File: src/rtl/gpi.sv
// General-purpose input block: synchronised, optionally debounced pins with
// polarity-selectable edge status, W1C clear and a level interrupt. Macro: GPI_DEBOUNCE_EN.
module gpi #(
    parameter int DEBOUNCE_CYCLES = 16
) (
    input  logic       clk,
    input  logic       reset,
    input  logic       rd_en,
    input  logic       wr_en,
    input  logic [1:0] addr,
    input  logic [7:0] data_in,
    output logic [7:0] data_out,
    input  logic [6:0] gpi_pins,
    output logic       irq
);

    typedef enum logic [1:0] {
        REG_CFG  = 2'd0,
        REG_PIN  = 2'd1,
        REG_STAT = 2'd2,
        REG_POL  = 2'd3
    } reg_sel_e;

    if (DEBOUNCE_CYCLES < 1 || DEBOUNCE_CYCLES > 255) begin : g_bad_debounce
        $error("gpi: DEBOUNCE_CYCLES must be in 1..255");
    end

    logic [6:0] r_sync1;
    logic [6:0] r_sync2;
    logic [6:0] r_filt_prev;
    logic [6:0] r_stat;
    logic [6:0] r_pol;
    logic [1:0] r_cfg;      // {edge_enable, irq_enable} = CFG[7:6]
    logic       r_irq;

    logic [6:0] w_filt;
    logic [6:0] w_set;
    logic [6:0] w_clr;

    // NOTE: sequential state is always assigned with <= so every flop samples
    // the pre-edge values of its neighbours, regardless of statement order.
    always_ff @(posedge clk) begin
        if (reset) begin
            r_sync1 <= '0;
            r_sync2 <= '0;
        end else begin
            r_sync1 <= gpi_pins;
            r_sync2 <= r_sync1;
        end
    end

`ifdef GPI_DEBOUNCE_EN
    logic [7:0] r_cnt [7];
    logic [6:0] r_filt;

    // A pin must disagree with the filtered value for DEBOUNCE_CYCLES
    // consecutive cycles before the filtered bit follows it.
    always_ff @(posedge clk) begin
        if (reset) begin
            for (int i = 0; i < 7; i++) begin
                r_cnt[i] <= '0;
            end
            r_filt <= '0;
        end else begin
            for (int i = 0; i < 7; i++) begin
                if (r_sync2[i] == r_filt[i]) begin
                    r_cnt[i] <= '0;
                end else if (r_cnt[i] == 8'(DEBOUNCE_CYCLES - 1)) begin
                    r_filt[i] <= r_sync2[i];
                    r_cnt[i]  <= '0;
                end else begin
                    r_cnt[i] <= r_cnt[i] + 8'd1;
                end
            end
        end
    end

    assign w_filt = r_filt;
`else
    assign w_filt = r_sync2;
`endif

    // An edge qualifies when the new filtered level equals the polarity bit.
    assign w_set = {7{r_cfg[1]}} & (w_filt ^ r_filt_prev) & ~(w_filt ^ r_pol);
    assign w_clr = (wr_en && addr == REG_STAT) ? data_in[6:0] : 7'h00;

    always_ff @(posedge clk) begin
        if (reset) begin
            r_filt_prev <= '0;
            r_stat      <= '0;
            r_pol       <= '0;
            r_cfg       <= '0;
            r_irq       <= 1'b0;
        end else begin
            r_filt_prev <= w_filt;
            r_stat      <= (r_stat & ~w_clr) | w_set;
            r_irq       <= r_cfg[0] & (|r_stat);
            if (wr_en && addr == REG_CFG) begin
                r_cfg <= data_in[7:6];
            end
            if (wr_en && addr == REG_POL) begin
                r_pol <= data_in[6:0];
            end
        end
    end

    // NOTE: every combinational output gets a default first so no latch is inferred.
    always_comb begin
        data_out = 8'h00;
        if (rd_en) begin
            unique case (reg_sel_e'(addr))
                REG_CFG:  data_out = {r_cfg, 6'b0};
                REG_PIN:  data_out = {1'b0, w_filt};
                REG_STAT: data_out = {1'b0, r_stat};
                REG_POL:  data_out = {1'b0, r_pol};
                default:  data_out = 8'h00;
            endcase
        end
    end

    assign irq = r_irq;

endmodule

File: config.mk
export PLATFORM = sky130hd
export DESIGN_NAME = gpi
export DESIGN_NICKNAME = d
export VERILOG_FILES = /design/src/rtl/gpi.sv
export SDC_FILE = /design/constraint.sdc
export NUM_CORES = 1
export LEC_CHECK = 0
export CORE_MARGIN = 2
export CORE_UTILIZATION = 40
export CTS_BUF_LIST = sky130_fd_sc_hd__clkbuf_4
export DETAILED_ROUTE_END_ITERATION = 8
export GPL_TIMING_DRIVEN = 0
export HOLD_SLACK_MARGIN = 0.1
export PLACE_DENSITY = 0.7
export SYNTH_ARGS = -nofsm -noshare
export SYNTH_HDL_FRONTEND = slang
export SYNTH_SLANG_ARGS = --single-unit
File: constraint.sdc
create_clock -name clk -period 1.3 [get_ports clk]
set_input_delay 0.26 -clock clk [delete_from_list [all_inputs] [get_ports clk]]
set_output_delay 0.26 -clock clk [all_outputs]
set_load 0.02 [all_outputs]
; Word-level counts from Yosys, hierarchy flattened
; Index checks and enable logic that the tools add are counted.
[totals]
reg_bits = 38
wordCells = 27
in_bits = 21
[classes]
n_reduce_logical = 5
eq_ne = 3
bitwise = 9
muxes = 3
[ops]
columns = operator, count
row1 = $pmux W8 S4, 1
row2 = $and A7 B7 Y7, 3
row3 = $not A7 Y7, 2
row4 = $xor A7 B7 Y7, 2
row5 = $mux W8, 1
row6 = $mux W7, 1
row7 = $or A7 B7 Y7, 1
row8 = $reduce_or A7 Y1, 1
row9 = $eq A2 B2 Y1 const B, 2
row10 = $logic_and A1 B1 Y1, 3
row11 = $eq A2 B1 Y1 const B, 1
row12 = $logic_not A2 Y1, 1
row13 = $and A1 B1 Y1, 1

; Longest topological paths before layout
[logic_depth]
ltp_word = 6
ltp_mapped = 4

; Worst setup path after synthesis
; No wires, ideal clock.
[synth_timing]
path_kind = input to output
startpoint = in addr[0]
endpoint = out data_out[0]
cell_stages = 4
slack_ns = 0.010
arrival_ns = 1.030
path_buffers = 1
path_cell_list = buf_4 > and2b_1 > a22oi_1 > nor2b_1
[synth_via]
elab_chain_len = 3
word_cells_on_any_way = 6
classes_between = eq/ne: 3 / mux: 2 / reduce/logical: 1
[synth_rtl]
columns = element, line
row1 = "start, declared", 10  ; input logic [1:0] addr,
row2 = $eq A2 B2 Y1 (tied with other cells), 111  ; unique case (reg_sel_e'(addr))
row3 = $pmux W8 S4 (*), 111
row4 = $mux W8 (*), 110  ; if (rd_en) begin
row5 = "end, declared", 12  ; output logic [7:0] data_out,
; Mark *: on every way between the ends. The rest lies on a longest branch, timed or not.

; Final worst setup path
[layout_timing]
startpoint = reg r_cfg[0]
endpoint = out data_out[6]
[layout_via]
elab_chain_len = 2
[layout_rtl]
columns = element, line
row1 = "start, declared", 33  ; logic [1:0] r_cfg;
row2 = "start signal, assigned", 99  ; r_cfg <= data_in[7:6];
row3 = $pmux W8 S4, 111
row4 = $mux W8, 110
; No other way between the ends.

==> impl_metrics.json <==
{
  "r2r_end": "irq$_SDFF_PP0_",
  "h-tree-depth": 2,
  "grt_start_max_net_pins": 12,
  "synth_top_area_share_pct": 49.19,
  "clkSinkCount": 38,
  "fp.dieH_um": 66.18,
  "hold-worst-slack_ns": 0.2876,
  "clkTransAtPathRegs_ns": 0.11,
  "ys_dominant_reg_cell": "dfxtp_1",
  "worst_slack_ns": -0.3670,
  "routedWlPerCell_um": 14.13,
  "synth_cell_types": 24,
  "ir_drop_mv": 0.6532,
  "core_area_sq_um": 3689,
  "synth-seq-cells": 38,
  "cts_buffers": 5,
  "crit_path_end_kind": "output port",
  "die_w_um": 66.18,
  "min_period_ns": 1.667,
  "p_leak_nw": 0.9408,
  "dp_slack_ns": -1.182,
  "synth_edf_count": 0,
  "syn_nets": 175,
  "nFillCells": 322,
  "portBuffers": 28,
  "synth_area_sq_um": 1546,
  "drtAntennaViolNets": 0,
  "cp_data_arrival_time_ns": 1.41,
  "rr_worst_depth": 4,
  "grt_pass1_vias": 1335,
  "syn_inst": 154,
  "synth_commonest_cells": "dfxtp_1 (38), nor2b_1 (27), o21ai_0 (14)",
  "route.detailed.drc": 0,
  "drive_above_1_share_pct": 37.26,
  "rows": 22,
  "routed_wl_um": 3673,
  "yosys.area.top_type": "dfxtp_1",
  "synthTopCellsByArea": "dfxtp_1 (49%), nor2b_1 (11%), mux2i_1 (5.8%), o21ai_0 (4.5%), mux2_2 (4.4%)",
  "slew_viol_final": 0,
  "drt_iter0_drc": 52,
  "first_pass_iters": 4,
  "setup_viol": 8,
  "rsz0062_at_grt": "true",
  "powerDensity_nw_per_um2": 933.5,
  "synthArstFlopShare_pct": 0,
  "required_ns": 1.04,
  "tightest_slew_ns": 0.5223,
  "crit_path_start": "r_cfg[0]$_SDFFE_PP0P_",
  "nets": 232,
  "critPathKind": "reg2out",
  "cap_violations": 0,
  "outcome": "complete, but fails checks",
  "vias_per_cell": 5.035,
  "vias": 1309,
  "max_freq_ghz": 0.5999,
  "hpwl_um": 2347,
  "hold_viol_final": 0,
  "pin_count": 30,
  "initial_core_util_pct": 41.93,
  "ys_warn_count": 0,
  "fp.dieArea_sq_um": 4380,
  "hold_path_class": "in2reg",
  "insertion_delay_ns": 0.34,
  "grt_pass1_wl_um": 5947,
  "violations": "setup timing",
  "synth.most_common_cell": "dfxtp_1",
  "cts_buffer_depth": 2,
  "root_buffer": "clkbuf_4",
  "gp_congestion": 0.7931,
  "reg2reg_slack_ns": -0.01,
  "antenna_cells": 0,
  "finalClockSkew_ns": 0.01042,
  "cp-endpoint": "data_out[6]",
  "grt_usage_pct": 18.17,
  "cp_max_fo": 2,
  "reg2reg_from": "r_stat[3]$_SDFF_PP0_",
  "yosysSeqAreaShare_pct": 49.19,
  "maxSlewHeadroom_pct": 65.18,
  "overflow": 0,
  "min_period_over_period_pct": 128.2,
  "grt_antenna_before_repair": 0,
  "cts_tree": "done",
  "start_kind": "flop",
  "area_growth_pct": 39.56,
  "avgSynthCellArea_sq_um": 10.04
}
what timing repair did:
item | CTS | global route
hold buffers | 0 | 0
setup buffers | 19 | 2
endpoints found under the setup margin | 23 | 9
resized for setup | 76 | 8
pin swaps | 1 | 0
cloned | 1 | 0
state kept, by name (all words and copies together) (netlist names):
| name | cells |
|---|---|
| irq | 1 |
| r_cfg | 2 |
| r_filt_prev | 7 |
| r_pol | 7 |
| r_stat | 7 |
| r_sync1 | 7 |
| r_sync2 | 7 |
area by class of cell:
type	instances	area [sq um]	share of cell area [%]
buffer	6	40.04	1.855
timing repair buffer	50	422.9	19.59
multi-input combinational	103	775.7	35.94
clock buffer	5	37.54	1.739
inverter	7	26.28	1.217
tap	48	60.06	2.783
sequential	38	784.5	36.35
clock inverter	3	11.26	0.5217
placed cells by master, fill, tap and decap left out:
master,count
clkdlybuf4s15_1,1
clkdlybuf4s15_2,1
nand3b_1,1
dfxtp_4,1
nor2_1,9
or4_4,1
nand2_2,1
buf_4,26
mux2_2,5
clkbuf_4,5
mux2i_1,9
dfxtp_1,21
mux4_2,1
nand3_2,1
nor3b_2,1
and2_4,1
dfxtp_2,16
nor2b_1,27
and2b_2,1
dlygate4sd2_1,1
a21oi_1,7
clkbuf_1,2
buf_2,5
nor4_2,1
inv_1,7
nor3_2,1
and3b_1,7
mux2_4,1
nor3b_1,8
clkdlybuf4s50_1,16
clkinv_1,3
buf_6,4
a22oi_2,6
o21ai_0,14
where the power goes:
group | switching (mW) | total, mW | internal, mW
registers | 0.0197 | 1.22 | 1.20
logic | 0.110 | 0.249 | 0.139
clock network | 0.353 | 0.546 | 0.193
total | 0.483 | 2.01 | 1.53
worst max-delay path, stage by stage, from the launching register on:
cell and delay (ns):
dfxtp_2 0.34, mux4_2 0.44, and2_4 0.17, buf_6 0.12
metrics by stage:
stage / cells / TNS, ns / util [%] / instance area, sq um / power, mW
2_1_floorplan: 154 / 0 / - / 1546 / 1.346
3_3_place_gp: 230 / -14.56 / 51.15 / 1887 / 1.448
3_5_place_dp: 230 / -14.96 / 51.15 / 1887 / 1.455
4_1_cts: 258 / -1.925 / 57.43 / 2118 / 2.024
5_1_grt: 260 / -2.282 / 58.51 / 2158 / 2.095
6_report: 260 / -1.833 / 58.51 / 2158 / 2.015
routing by layer:
layer | wire length [um] | track usage [%] | vias up
li1 | - | - | 642
met1 | 1673 | 21.41 | 623
met2 | 1785 | 32.38 | 37
met3 | 164 | 3.237 | 7
met4 | 50 | 7.143 | 0
met5 | 0 | 0 | -
how the worst min path moves through the flow:
stage	startpoint	endpoint	slack (ns)	cells after the start
6_report	reset	r_sync2[5]$_SDFF_PP0_	0.29	2
3_5_place_dp	r_sync1[1]$_SDFF_PP0_	r_sync2[1]$_SDFF_PP0_	0.42	1
2_1_floorplan	gpi_pins[0]	r_sync1[0]$_SDFF_PP0_	0.39	1
5_1_grt	reset	r_sync2[1]$_SDFF_PP0_	0.30	2
4_1_cts	reset	r_sync2[5]$_SDFF_PP0_	0.29	2
3_3_place_gp	r_sync1[5]$_SDFF_PP0_	r_sync2[5]$_SDFF_PP0_	0.42	1
cells by family after synthesis:
group | count (synthesis) | share of synthesized area (%)
compound gates | 27 | 9.708
simple gates | 60 | 25.65
mux | 16 | 11.65
flops | 38 | 49.19
buf+inv | 13 | 3.803
Note: power is estimated with default switching activity, not from simulation.
